<file path="config.mk">
export PLATFORM = sky130hd
export DESIGN_NAME = branch_resolve_bht
export DESIGN_NICKNAME = d
export VERILOG_FILES = /design/src/rtl/branch_pkg.sv /design/src/rtl/bht_2bit.sv /design/src/rtl/branch_resolve_bht.sv
export SDC_FILE = /design/constraint.sdc
export NUM_CORES = 1
export LEC_CHECK = 0
export ABC_AREA = 1
export BUFFER_PORTS_ARGS = -buffer_cell sky130_fd_sc_hd__buf_2
export CORE_MARGIN = 10
export CORE_UTILIZATION = 45
export CTS_BUF_LIST = sky130_fd_sc_hd__clkbuf_8
export CTS_CLUSTER_DIAMETER = 30
export DETAILED_ROUTE_END_ITERATION = 6
export PLACE_DENSITY = 0.68
export SETUP_SLACK_MARGIN = 0.05
export SLEW_MARGIN = 20
export SYNTH_ARGS = -nofsm -noshare
export SYNTH_HDL_FRONTEND = slang
export SYNTH_SLANG_ARGS = --single-unit
</file>
<file path="constraint.sdc">
create_clock -name clk -period 6 [get_ports clk]
set_clock_uncertainty 0.15 [all_clocks]
set_input_delay 0.6 -clock clk [delete_from_list [all_inputs] [get_ports clk]]
set_output_delay 0.6 -clock clk [all_outputs]
set_load 0.02 [all_outputs]
</file>
<file path="src/rtl/branch_pkg.sv">
// Shared constants and types for branch resolution and the BHT.
package branch_pkg;

    // Branch condition selects (funct3 field of opcode 1100011)
    localparam logic [2:0] F3_BEQ  = 3'b000;
    localparam logic [2:0] F3_BNE  = 3'b001;
    localparam logic [2:0] F3_BLT  = 3'b100;
    localparam logic [2:0] F3_BGE  = 3'b101;
    localparam logic [2:0] F3_BLTU = 3'b110;
    localparam logic [2:0] F3_BGEU = 3'b111;

    // Control-transfer opcodes
    localparam logic [6:0] OPC_BRANCH = 7'b1100011;
    localparam logic [6:0] OPC_JAL    = 7'b1101111;
    localparam logic [6:0] OPC_JALR   = 7'b1100111;

    typedef logic [1:0] bht_ctr_t;

    // Weakly not-taken
    localparam bht_ctr_t BHT_RESET = 2'b01;

    // Saturating 2-bit counter step
    function automatic bht_ctr_t bht_next(input bht_ctr_t cur, input logic taken);
        bht_ctr_t nxt;
        nxt = cur;
        if (taken) begin
            if (cur != 2'b11) nxt = cur + 2'b01;
        end else begin
            if (cur != 2'b00) nxt = cur - 2'b01;
        end
        return nxt;
    endfunction

endpackage

</file>
<file path="src/rtl/bht_2bit.sv">
// 2-bit saturating branch history table: combinational read, clocked update.
module bht_2bit
    import branch_pkg::*;
#(
    parameter int unsigned ENTRIES = 64,
    parameter int unsigned XLEN    = 32
) (
    input  logic            clk,
    input  logic            rst,
    input  logic [XLEN-1:0] rd_pc,
    output bht_ctr_t        rd_ctr,
    input  logic            upd_en,
    input  logic [XLEN-1:0] upd_pc,
    input  logic            upd_taken
);

    localparam int unsigned IDX_W = $clog2(ENTRIES);

    bht_ctr_t         tbl [ENTRIES];
    logic [IDX_W-1:0] rd_idx;
    logic [IDX_W-1:0] upd_idx;
    logic             unused_pc_bits;

    assign rd_idx  = rd_pc[IDX_W+1:2];
    assign upd_idx = upd_pc[IDX_W+1:2];
    assign unused_pc_bits = ^{rd_pc[XLEN-1:IDX_W+2], rd_pc[1:0],
                              upd_pc[XLEN-1:IDX_W+2], upd_pc[1:0]};

    // Read returns the stored value, so a same-cycle update is not visible yet
    assign rd_ctr = tbl[rd_idx];

    // Table initialisation on reset and saturating update on a resolved branch
    always_ff @(posedge clk or posedge rst) begin
        if (rst) begin
            for (int unsigned i = 0; i < ENTRIES; i++) begin
                tbl[i] <= BHT_RESET;
            end
        end else if (upd_en) begin
            tbl[upd_idx] <= bht_next(tbl[upd_idx], upd_taken);
        end
    end

endmodule

</file>
<file path="src/rtl/branch_resolve_bht.sv">
// Branch resolution in EX with registered redirect, BHT and mispredict counter.
module branch_resolve_bht
    import branch_pkg::*;
#(
    parameter int unsigned XLEN        = 32,
    parameter int unsigned BHT_ENTRIES = 64,
    parameter int unsigned CNT_W       = 16
) (
    input  logic             clk,
    input  logic             rst,
    input  logic [XLEN-1:0]  if_pc,
    output logic             if_pred_taken,
    input  logic             ex_valid,
    input  logic             ex_stall,
    input  logic             ex_branch,
    input  logic             ex_jump,
    input  logic [2:0]       ex_funct3,
    input  logic [XLEN-1:0]  ex_rs1,
    input  logic [XLEN-1:0]  ex_rs2,
    input  logic [XLEN-1:0]  ex_pc,
    input  logic [XLEN-1:0]  ex_target,
    input  logic             ex_pred_taken,
    output logic             redirect_valid,
    output logic [XLEN-1:0]  redirect_pc,
    output logic             resolved_taken,
    output logic [CNT_W-1:0] mispredict_cnt
);

    bht_ctr_t rd_ctr;
    logic     unused_ctr_lsb;
    logic     accept;
    logic     cond_taken;
    logic     f3_valid;
    logic     taken;
    logic     mispredict;
    logic     bht_upd;

    bht_2bit #(
        .ENTRIES (BHT_ENTRIES),
        .XLEN    (XLEN)
    ) u_bht (
        .clk       (clk),
        .rst       (rst),
        .rd_pc     (if_pc),
        .rd_ctr    (rd_ctr),
        .upd_en    (bht_upd),
        .upd_pc    (ex_pc),
        .upd_taken (taken)
    );

    assign if_pred_taken  = rd_ctr[1];
    assign unused_ctr_lsb = rd_ctr[0];

    // Redirect in flight means the EX instruction is wrong-path and is dropped
    assign accept = ex_valid & ~ex_stall & ~redirect_valid & (ex_branch | ex_jump);

    // Branch condition evaluation; reserved funct3 codes resolve not-taken
    always_comb begin
        cond_taken = 1'b0;
        f3_valid   = 1'b1;
        case (ex_funct3)
            F3_BEQ:  cond_taken = (ex_rs1 == ex_rs2);
            F3_BNE:  cond_taken = (ex_rs1 != ex_rs2);
            F3_BLT:  cond_taken = ($signed(ex_rs1) <  $signed(ex_rs2));
            F3_BGE:  cond_taken = ($signed(ex_rs1) >= $signed(ex_rs2));
            F3_BLTU: cond_taken = (ex_rs1 <  ex_rs2);
            F3_BGEU: cond_taken = (ex_rs1 >= ex_rs2);
            default: f3_valid   = 1'b0;
        endcase
    end

    assign taken      = ex_jump | cond_taken;
    assign mispredict = accept & (taken != ex_pred_taken);
    assign bht_upd    = accept & ex_branch & ~ex_jump & f3_valid;

    // Registered redirect pulse and resolved outcome
    always_ff @(posedge clk or posedge rst) begin
        if (rst) begin
            redirect_valid <= 1'b0;
            redirect_pc    <= '0;
            resolved_taken <= 1'b0;
        end else begin
            redirect_valid <= mispredict;
            if (accept) begin
                redirect_pc    <= taken ? ex_target : ex_pc + XLEN'(4);
                resolved_taken <= taken;
            end
        end
    end

    // Saturating mispredict performance counter
    always_ff @(posedge clk or posedge rst) begin
        if (rst) begin
            mispredict_cnt <= '0;
        end else if (mispredict && (mispredict_cnt != '1)) begin
            mispredict_cnt <= mispredict_cnt + 1'b1;
        end
    end

endmodule

</file>
Word level (Yosys, flattened, before mapping). Cells that the tools add are included.

$add $sub $neg: 4. Muxes and demuxes: 16. Reduce and logical (&&, ||, !) cells: 5. Order comparisons: 7. Bitwise gates (word level): 14. Equal/unequal tests: 10.

Operators by type and width (count): bitwise mux 128 bit (1); greater-or-equal comparator 32 bit (2); < comparator 32 bit (2); adder 32 x 3 -> 32 bit (second input constant) (1); equality test 32 bit (1); 2-to-1 mux 32 bit (1); inequality test 32 bit (1); binary-select mux 2 bit (select 6 bit) (2); 2-to-1 mux 2 bit (9); adder 16 x 1 -> 16 bit (second input constant) (1); inequality test 16 bit (second input constant) (1); greater-or-equal comparator 7 bit (second input constant) (2); NOT 6 -> 7 bit (2); demux 2 bit (select 6 bit) (1); equality test 3 bit (second input constant) (4); bitwise AND 1 bit (7); < comparator 7 x 1 -> 1 bit (second input constant) (1); case mux 1 bit (6 select lines) (1); OR reduction 6 bit (1); equality test 3 x 1 -> 1 bit (second input constant) (1); zero test 3 bit (1); NOT 1 bit (3); adder 2 x 1 -> 2 bit (second input constant) (1); logical AND 1 bit (2); 6 further kinds (7).

Output and inout port bits: 51. Bits of input ports: 170. Register bits: 178.

Logic depth before layout (Yosys ltp). Gate-level depths: netlist of run 1.

Word-level depth: 9. Gate-level depth with buffers: 23. Mapped depth without buffers: 21.

Modules after synthesis. Synthesis of run 1 repeated with hierarchy kept, for this count alone.

Cells, all modules: 1888. Area total of the unflattened synthesis: 12420.7 µm².

Modules (own cells, without submodules): bht_2bit (cells an instance 1294, times used 1, sequential area each 3283.1 µm², area an instance 8209.1 µm²); branch_resolve_bht (cells an instance 594, times used 1, sequential area each 1251.2 µm², area an instance 4211.5 µm²).

Worst setup path after synthesis of run 1. No wires, ideal clock.

Path kind: input to output. Start: input if_pc[3]. End: output if_pred_taken. Data required time: 5.250 ns. Arrival: 2.155 ns. Slack: 3.095 ns. Buffers on the path: 2. Cell stages on the path: 8. Cell sequence: clkbuf_1 -> clkbuf_1 -> o21ai_0 -> o21ai_0 -> o21ai_0 -> o22ai_1 -> nor2_1 -> o31ai_1.

Longest elaborated chain between the ends: 4.

RTL lines: start, declared (line branch_resolve_bht.sv:11) `input logic [XLEN-1:0] if_pc,`; NOT 6 -> 7 bit (implied by the code) (line bht_2bit.sv:30) `assign rd_ctr = tbl[rd_idx];`; binary-select mux 2 bit (select 6 bit) (line bht_2bit.sv:30); 2-to-1 mux 2 bit (implied by the code) (2 in a row) (line bht_2bit.sv:30); end, declared (line branch_resolve_bht.sv:12) `output logic if_pred_taken,`.

Every way passes these cells. The select of a mux whose other input is x is not followed.

Final worst setup path of run 1.
Start: input if_pc[2]. End: output if_pred_taken.

The elaborated chain is that of the path after synthesis.

==> results.md, run 1 <==
- GRT Residual Overflow: 0
- Crit path kind: in -> out
- Post-CTS Resized: 0
- Clock buffer count from CTS: 17
- Initial Utilization: 46.08%
- Vias per cell: approximately 5.5
- Crit path capture type: output pin
- Post-synth top area cell: dfrtp_1
- Post-synth top area share: 25.31%
- Post-synth ARST share: 100.0%
- Power Total: about 0.0029 W
- Tot GR Track Use: 21.72%
- WP data arrival: 3.08 ns
- # port buffers: a little under 200
- Clk network pwr share: around 30%
- P_sw: between 0.001 and 0.0015 W
- Lkg Pwr: 6.414 nW
- DP HPWL: around 25 mm
- Sequential power share: 45.5%
- Fmax: 261.3 MHz
- Final WS setup: 2.173 ns
- DRT Wirelength: 35.16 mm
- Die area: about 32000 sq um
- Post-route insts no fill: about 2000
- I/O pins: around 220
- Hold bufs inserted after CTS: 0
- Syn_nets: 1709
- Max-slew violation count: 0
- Setup TNS: 0 ns
- Switching Fraction: approximately 35%
- Status: complete, no violations
- Vias in the first global route: 10520
- Nets@finish: roughly 1900
- WP buf/inv: 3
- Synth Instances: 1505
- Internal Power: 0.001905 W
- Most frequent cells in the layout: 231 x inv_1, 223 x nand2_1, 194 x buf_2
- Multi-input gate area: ~5400 sq um
- Largest net degree at the start of global routing: 90
- VDD IR max: 140.2 uV
- Ys Warns: 0
- DRT iter0 DRCs: about 860
- Fin util: 52.31%
- DR pass1 iterations: 5
- Crit path cell chain: buf_2, inv_1, a21oi_1, a221oi_1, o22ai_1, nor2_1, o31ai_1, buf_2
- Pwr/cell area: 230.2 nW/um^2
- Syn-to-layout area delta: 13.51%
- Root buffer cell: clkbuf_8
- Ys flop type: dfrtp_1
- First-pass GRT wire length: 56.16 mm
- Yosys reg bits: 178
- Die width: ~180 um
- RSZ-0062 raised after global routing: false
- Cell variety after synth: 46
- Routability cong.: around 0.94
- Maxcap violations: 0
- Core area: 24460 sq um
- Clk slew on worst S/H paths: ~0.11 ns
- Top cell by count, worst path: buf_2
- Logic pwr share: 24.2%
- Filler cells: 2379
- Startpoint Class: input port
- Vias: 10920
- Tmin final: 3.827 ns
- Worst stage delay on the critical path: 0.66 ns
- Bufs on Longest Clock Path: 2
- Post-synth EDFFs: 0
- Area contributors post-synth: dfrtp_1 25%, dfstp_2 15%, o21ai_0 8.1%
- Sequential fraction of the synthesis area: 40.22%
- Storage element area: 4534 sq um
- # H-tree levels: 4
- WL/cell: 17.62 um
- Placed Cells: between 1500 and 2000
- Syn avg cell area: ~7.5 sq um
- Hold Crit Class: in -> async
- Final hold violation count: 0
- Worst endpoint required time: ~5.3 ns
- TritonCTS clock tree: yes
- Chip Height: 178.3 um
- Post-synthesis cell area: 11270 sq um
- Initial antenna violation count: 1
- Worst slack at placement: 1.612 ns
- Clock sink total: 178
- Final setup vio count: 0
- # rows: 57
- Commonest non-fill, non-tap cell in the layout: inv_1
- Crit path max-delay cell type: buf_2
- Ratio of cells with drive above 1 in the final layout: 20.53%
- CP top delay family: buffers and inverters
- Antenna-violating nets left: 0
- Worst-skew pair later-pin latency: 0.48 ns
- Post-route clock period utilization: 63.79%
- Rel. slew slack: 35.97%
- Total setup buffers inserted after CTS: 0
- DRC errors left: 0
- Worst-path maximum fanout: a little under 50
- Worst slew pin tran: ~0.96 ns
## worst paths after layout
kind                                 from         endpoint  slack, ns  cells after the start
min in group clk            ex_target[26]  redirect_pc[26]       0.22                      3
setup / recovery                 if_pc[2]    if_pred_taken       2.17                      8
setup reg to reg           redirect_valid    u_bht.tbl[41]       2.91                      6
max in group asynchronous             rst     u_bht.tbl[1]       4.17                      3
hold reg to reg              u_bht.tbl[2]     u_bht.tbl[2]       0.33                      2
hold / removal                        rst    u_bht.tbl[61]       0.09                      2
## cells in the mapped netlist (3+ instances only)
master / instances
inv_1: 231
nand2_1: 223
o21ai_0: 182
nand3_1: 167
dfrtp_1: 114
nor3_1: 79
nor2_1: 77
dfstp_2: 64
a21oi_1: 41
o22ai_1: 41
buf_2: 37
ha_1: 34
xor2_1: 28
clkbuf_1: 23
a31oi_1: 17
o21ai_1: 15
nand4_1: 13
o211ai_1: 12
a221oi_1: 10
inv_2: 10
xnor2_1: 10
nor4_1: 9
buf_6: 7
a22oi_1: 6
nand2_2: 6
o221ai_1: 6
buf_4: 5
nand3_2: 4
nor2_2: 4
nor3_2: 4
a21boi_0: 3
buf_1: 3
o21a_1: 3
## per-layer routing
| metal | wire length (um) | up-vias | track usage (%) |
|---|---|---|---|
| li1 | - | 5359 | - |
| met1 | 15710 | 5156 | 29.82 |
| met2 | 16350 | 371 | 34.70 |
| met3 | 2531 | 38 | 3.932 |
| met4 | 578 | 0 | 5.374 |
| met5 | 0 | - | 0 |
## stage by stage
stage | hold WS, ns | instance area [sq um]
after floorplan | 0.3002 | 11270
after global placement | 0.3086 | 12380
after detailed placement | 0.3116 | 12380
after CTS | 0.1343 | 12790
after global routing | 0.1443 | 12800
final | 0.08651 | 12800
## power groups by stage
| stage | Combinational [W] | Sequential (W) | Clock [W] |
|---|---|---|---|
| 2_1_floorplan | 0.000388 | 0.00143 | 0 |
| 3_3_place_gp | 0.000699 | 0.00136 | 0 |
| 3_5_place_dp | 0.000712 | 0.00136 | 0 |
| 4_1_cts | 0.000714 | 0.00134 | 0.000910 |
| 5_1_grt | 0.000791 | 0.00135 | 0.000964 |
| 6_report | 0.000712 | 0.00134 | 0.000894 |
## registers in the layout, summed over array words and instances, names as in the netlist
register	count
redirect_valid	1
resolved_taken	1
u_bht.tbl	128
mispredict_cnt	16
redirect_pc	32
## layout make-up
type                    instances  area share, %
diodes                          1        0.01956
clock buffers                  18          1.936
clock inverters                14          1.271
inverters                     241          7.118
multi-input cells            1011          42.58
flip-flops and latches        178          35.44
well taps                     324          3.168
repair buffers                209          8.468
## kinds of logic (layout without fill, tap and decap cells)
logic type / after synthesis / count (layout) / share of synthesized area, %
xor gates and xnor gates: 38 / 38 / 2.952
other: 0 / 1 / 0
and+or+nand+nor: 599 / 599 / 24.55
buffers and inverters: 316 / 482 / 11.57
DFF: 178 / 178 / 40.22
adders and majority gates: 34 / 34 / 3.774
AOI/OAI and AO/OA: 340 / 340 / 16.94
Note: power is estimated with default switching activity, not from simulation.
==> run 2, diff against run 1 <==
--- a/config.mk
+++ b/config.mk
@@ -12,7 +12,7 @@
 export CTS_BUF_LIST = sky130_fd_sc_hd__clkbuf_8
 export CTS_CLUSTER_DIAMETER = 30
 export DETAILED_ROUTE_END_ITERATION = 6
-export PLACE_DENSITY = 0.68
+export PLACE_DENSITY = 0.71
 export SETUP_SLACK_MARGIN = 0.05
 export SLEW_MARGIN = 20
 export SYNTH_ARGS = -nofsm -noshare
==> constraint.sdc (replaced) <==
create_clock -name clk -period 3.3 [get_ports clk]
set_clock_uncertainty 0.15 [all_clocks]
set_input_delay 0.33 -clock clk [delete_from_list [all_inputs] [get_ports clk]]
set_output_delay 0.33 -clock clk [all_outputs]
set_load 0.02 [all_outputs]
==> run 2 against run 1 <==
Routed wire length is 1.8% higher; combinational power up 95%; largest power group unchanged; non-clock buffer count is 46 higher; via count up 3.0%; sequential power is 82% higher; sequential share of layout area shrank 1.5 points; register-to-register slack got worse by 2.1 ns; count of clock-buffer cells in the layout grew 1.
==> results.md, run 2 (synthesized netlist as in run 1, its figures left out) <==
- Status: complete, no violations (unchanged)
- Hold Path End: redirect_pc[2]
- TritonCTS clock tree: yes (unchanged)
- Met3 wire len: 2.774 mm (was 2.531 mm)
- Rel. slew slack: 52.33% (was 35.97%)
- Core area: 24460 sq um (unchanged)
- GRT Residual Overflow: 0 (unchanged)
- Chip Height: 178.3 um (unchanged)
- Clock sink total: 178 (unchanged)
- Fmax: 333.8 MHz
- # H-tree levels: 4 (unchanged)
- Met2 WL post-DR: 16.60 mm (was 16.35 mm)
- WP data arrival: 3.26 ns (was 3.08 ns)
- DR pass1 iterations: 6 (was 5)
- Largest register FFs: 128 (unchanged)
- R2R setup slack: 0.79 ns (was 2.91 ns)
- DRC errors left: 0 (unchanged)
- Tmin final: 2.996 ns
- Pwr/cell area: 401.8 nW/um^2 (was 230.2 nW/um^2)
- Worst slack at placement: 0.1477 ns (was 1.612 ns)
- I/O pins: 221 (unchanged)
- Switching Fraction: 35.20% (was 35.35%)
- Antenna-violating nets left: 0 (unchanged)
- Nets@finish: 1908 (was 1862)
- Final setup vio count: 0 (unchanged)
- Die width: 178.3 um (unchanged)
- Vias in the first global route: 11370 (was 10520)
- Most frequent cells in the layout: 230 x inv_1, 223 x nand2_1, 194 x buf_2 (was 231 x inv_1, 223 x nand2_1, 194 x buf_2)
- Commonest non-fill, non-tap cell in the layout: inv_1 (unchanged)
- Post-route clock period utilization: between 90% and 100%
- Reg2Reg Launch Point: mispredict_cnt[0] (was redirect_valid)
- Met1 WL: 15.13 mm (was 15.71 mm)
- Vias: 11250 (was 10920)
- Bufs on Longest Clock Path: 2 (unchanged)
- Worst hold stages: 5
- Tot GR Track Use: 22.37% (was 21.72%)
- # rows: 57 (unchanged)
- Final hold violation count: 0 (unchanged)
- Startpoint Class: input port (unchanged)
- Vias per cell: 5.500 (was 5.473)
- Maxcap violations: 0 (unchanged)
- Sequential power share: 45.5% (about the same)
- Worst-skew pair later-pin latency: 0.47 ns (was 0.48 ns)
- Biggest regs: u_bht.tbl x128, redirect_pc x32, mispredict_cnt x16 (unchanged)
- Initial Utilization: 46.08% (unchanged)
- RSZ-0062 raised after global routing: false (unchanged)
- Internal Power: 0.003474 W (was 0.001905 W)
- WL/cell: 17.50 um (was 17.62 um)
- Crit path kind: in -> reg (was in -> out)
- Worst endpoint required time: 3.56 ns (was 5.25 ns)
- Crit path capture type: register (was output pin)
- Final WS setup: 0.3041 ns (was 2.173 ns)
- Ratio of cells with drive above 1 in the final layout: 21.37% (was 20.53%)
- Setup TNS: 0 ns (unchanged)
- Worst hold start: ex_target[2]
- Largest net degree at the start of global routing: 69 (was 90)
- Clock buffer count from CTS: 17 (unchanged)
- Logic pwr share: 26.0% (was 24.2%)
- Routability cong.: 0.9382 (was 0.9404)
- DRT iter0 DRCs: 1013 (was 862)
- DP HPWL: 25.46 mm (was 24.59 mm)
- DRT Wirelength: 35.81 mm (was 35.16 mm)
- Hold Crit Class: in -> reg (was in -> async)
- Root buffer cell: clkbuf_8 (unchanged)
- Worst-path maximum fanout: 8 (was 49)
- First-pass GRT wire length: 58.03 mm (was 56.16 mm)
- Largest Register: u_bht.tbl (unchanged)
- Lkg Pwr: 6.672 nW (was 6.414 nW)
- # port buffers: 194 (unchanged)
- Initial antenna violation count: 5 (was 1)
- Highest routed metal layer: met5 (was met4)
- FF-to-FF path depth: 9 (was 6)
- Syn-to-layout area delta: 18.38% (was 13.51%)
- Die area: 31780 sq um (unchanged)
- Max-slew violation count: 0 (unchanged)
- Worst reg2reg path endpoint: mispredict_cnt[9] (was u_bht.tbl[41])
- Clk slew on worst S/H paths: 0.10 ns (was 0.11 ns)
- Worst slew pin tran: 0.7136 ns (was 0.9605 ns)
- VDD IR max: 234.3 uV (was 140.2 uV)
- Clk network pwr share: 28.5% (was 30.3%)
- P_sw: 0.001887 W (was 0.001041 W)
[run 2: cell count changes in the layout (fill, tap and decap cells not counted), sizes merged]
cell,previous run,this run
clkbuf,18,19
dlygate4sd3,0,23
clkinv,1,6
diode,1,5
bufinv,2,1
buf,209,232
inv,250,245
[run 2: repair_timing]
item                       CTS  global route
buffers inserted             0             0
gates resized for setup      0             1
hold endpoints to repair    34             0
setup endpoints to repair    0             1
hold buffers                23             0
[run 2: stage by stage]
step / total power, W / util (%) / hold slack, ns / cells / instance area, sq um
2_1_floorplan: 0.003309 / - / 0.3002 / 1505 / 11280
3_3_place_gp: 0.003812 / 51.96 / 0.3125 / 1986 / 12710
3_5_place_dp: 0.003834 / 51.96 / 0.3117 / 1986 / 12710
4_1_cts: 0.005383 / 54.48 / 0.01376 / 2041 / 13330
5_1_grt: 0.005635 / 54.54 / 0.03659 / 2045 / 13340
6_report: 0.005362 / 54.55 / 0.03373 / 2046 / 13350
[run 2: metal layers]
layer  track usage, %  up-vias
met4            10.44        2
met2            36.26      452
li1                 -     5458
met1            28.28     5259
met3            4.313       82
met5                0        -
[run 2: how the worst max path moves through the flow]
stage | startpoint | endpoint | slack (ns)
final | ex_pc[2] | redirect_pc[31] | 0.30
after global routing | ex_pc[4] | redirect_pc[31] | 0.18
after CTS | ex_pc[2] | redirect_pc[31] | 0.14
after detailed placement | ex_pc[2] | redirect_pc[23] | 0.15
after global placement | ex_pc[2] | redirect_pc[23] | 0.22
after floorplan | rst | mispredict_cnt[0] | 0.59
[run 2: cell type report]
cell class / count / area [sq um]
fillers: 2343 / 11120
multi-input cells: 1011 / 5449
flip-flops and latches: 178 / 4534
repair buffers: 255 / 1649
inverters: 241 / 908.4
well taps: 324 / 405.4
clock buffers: 19 / 261.5
clock inverters: 13 / 125.1
diodes: 5 / 12.51
[run 2: power groups by stage]
stage          Combinational (W)  Sequential, W  Clock, W
3_5_place_dp             0.00136        0.00248         0
5_1_grt                  0.00153        0.00246   0.00164
3_3_place_gp             0.00134        0.00247         0
6_report                 0.00139        0.00244   0.00153
4_1_cts                  0.00139        0.00244   0.00156
2_1_floorplan           0.000705        0.00260         0
[run 2: critical path, cell delays in order]
cell	delay (ns)
buf_2	0.19
nand3_2	0.32
inv_2	0.32
nand2_2	0.14
nor2_2	0.14
inv_1	0.06
nor2_2	0.17
inv_2	0.08
nor4_4	0.21
nand2_1	0.19
nor3_2	0.19
xor2_1	0.16
nand2_1	0.07
a31oi_1	0.12
dlygate4sd3_1	0.56
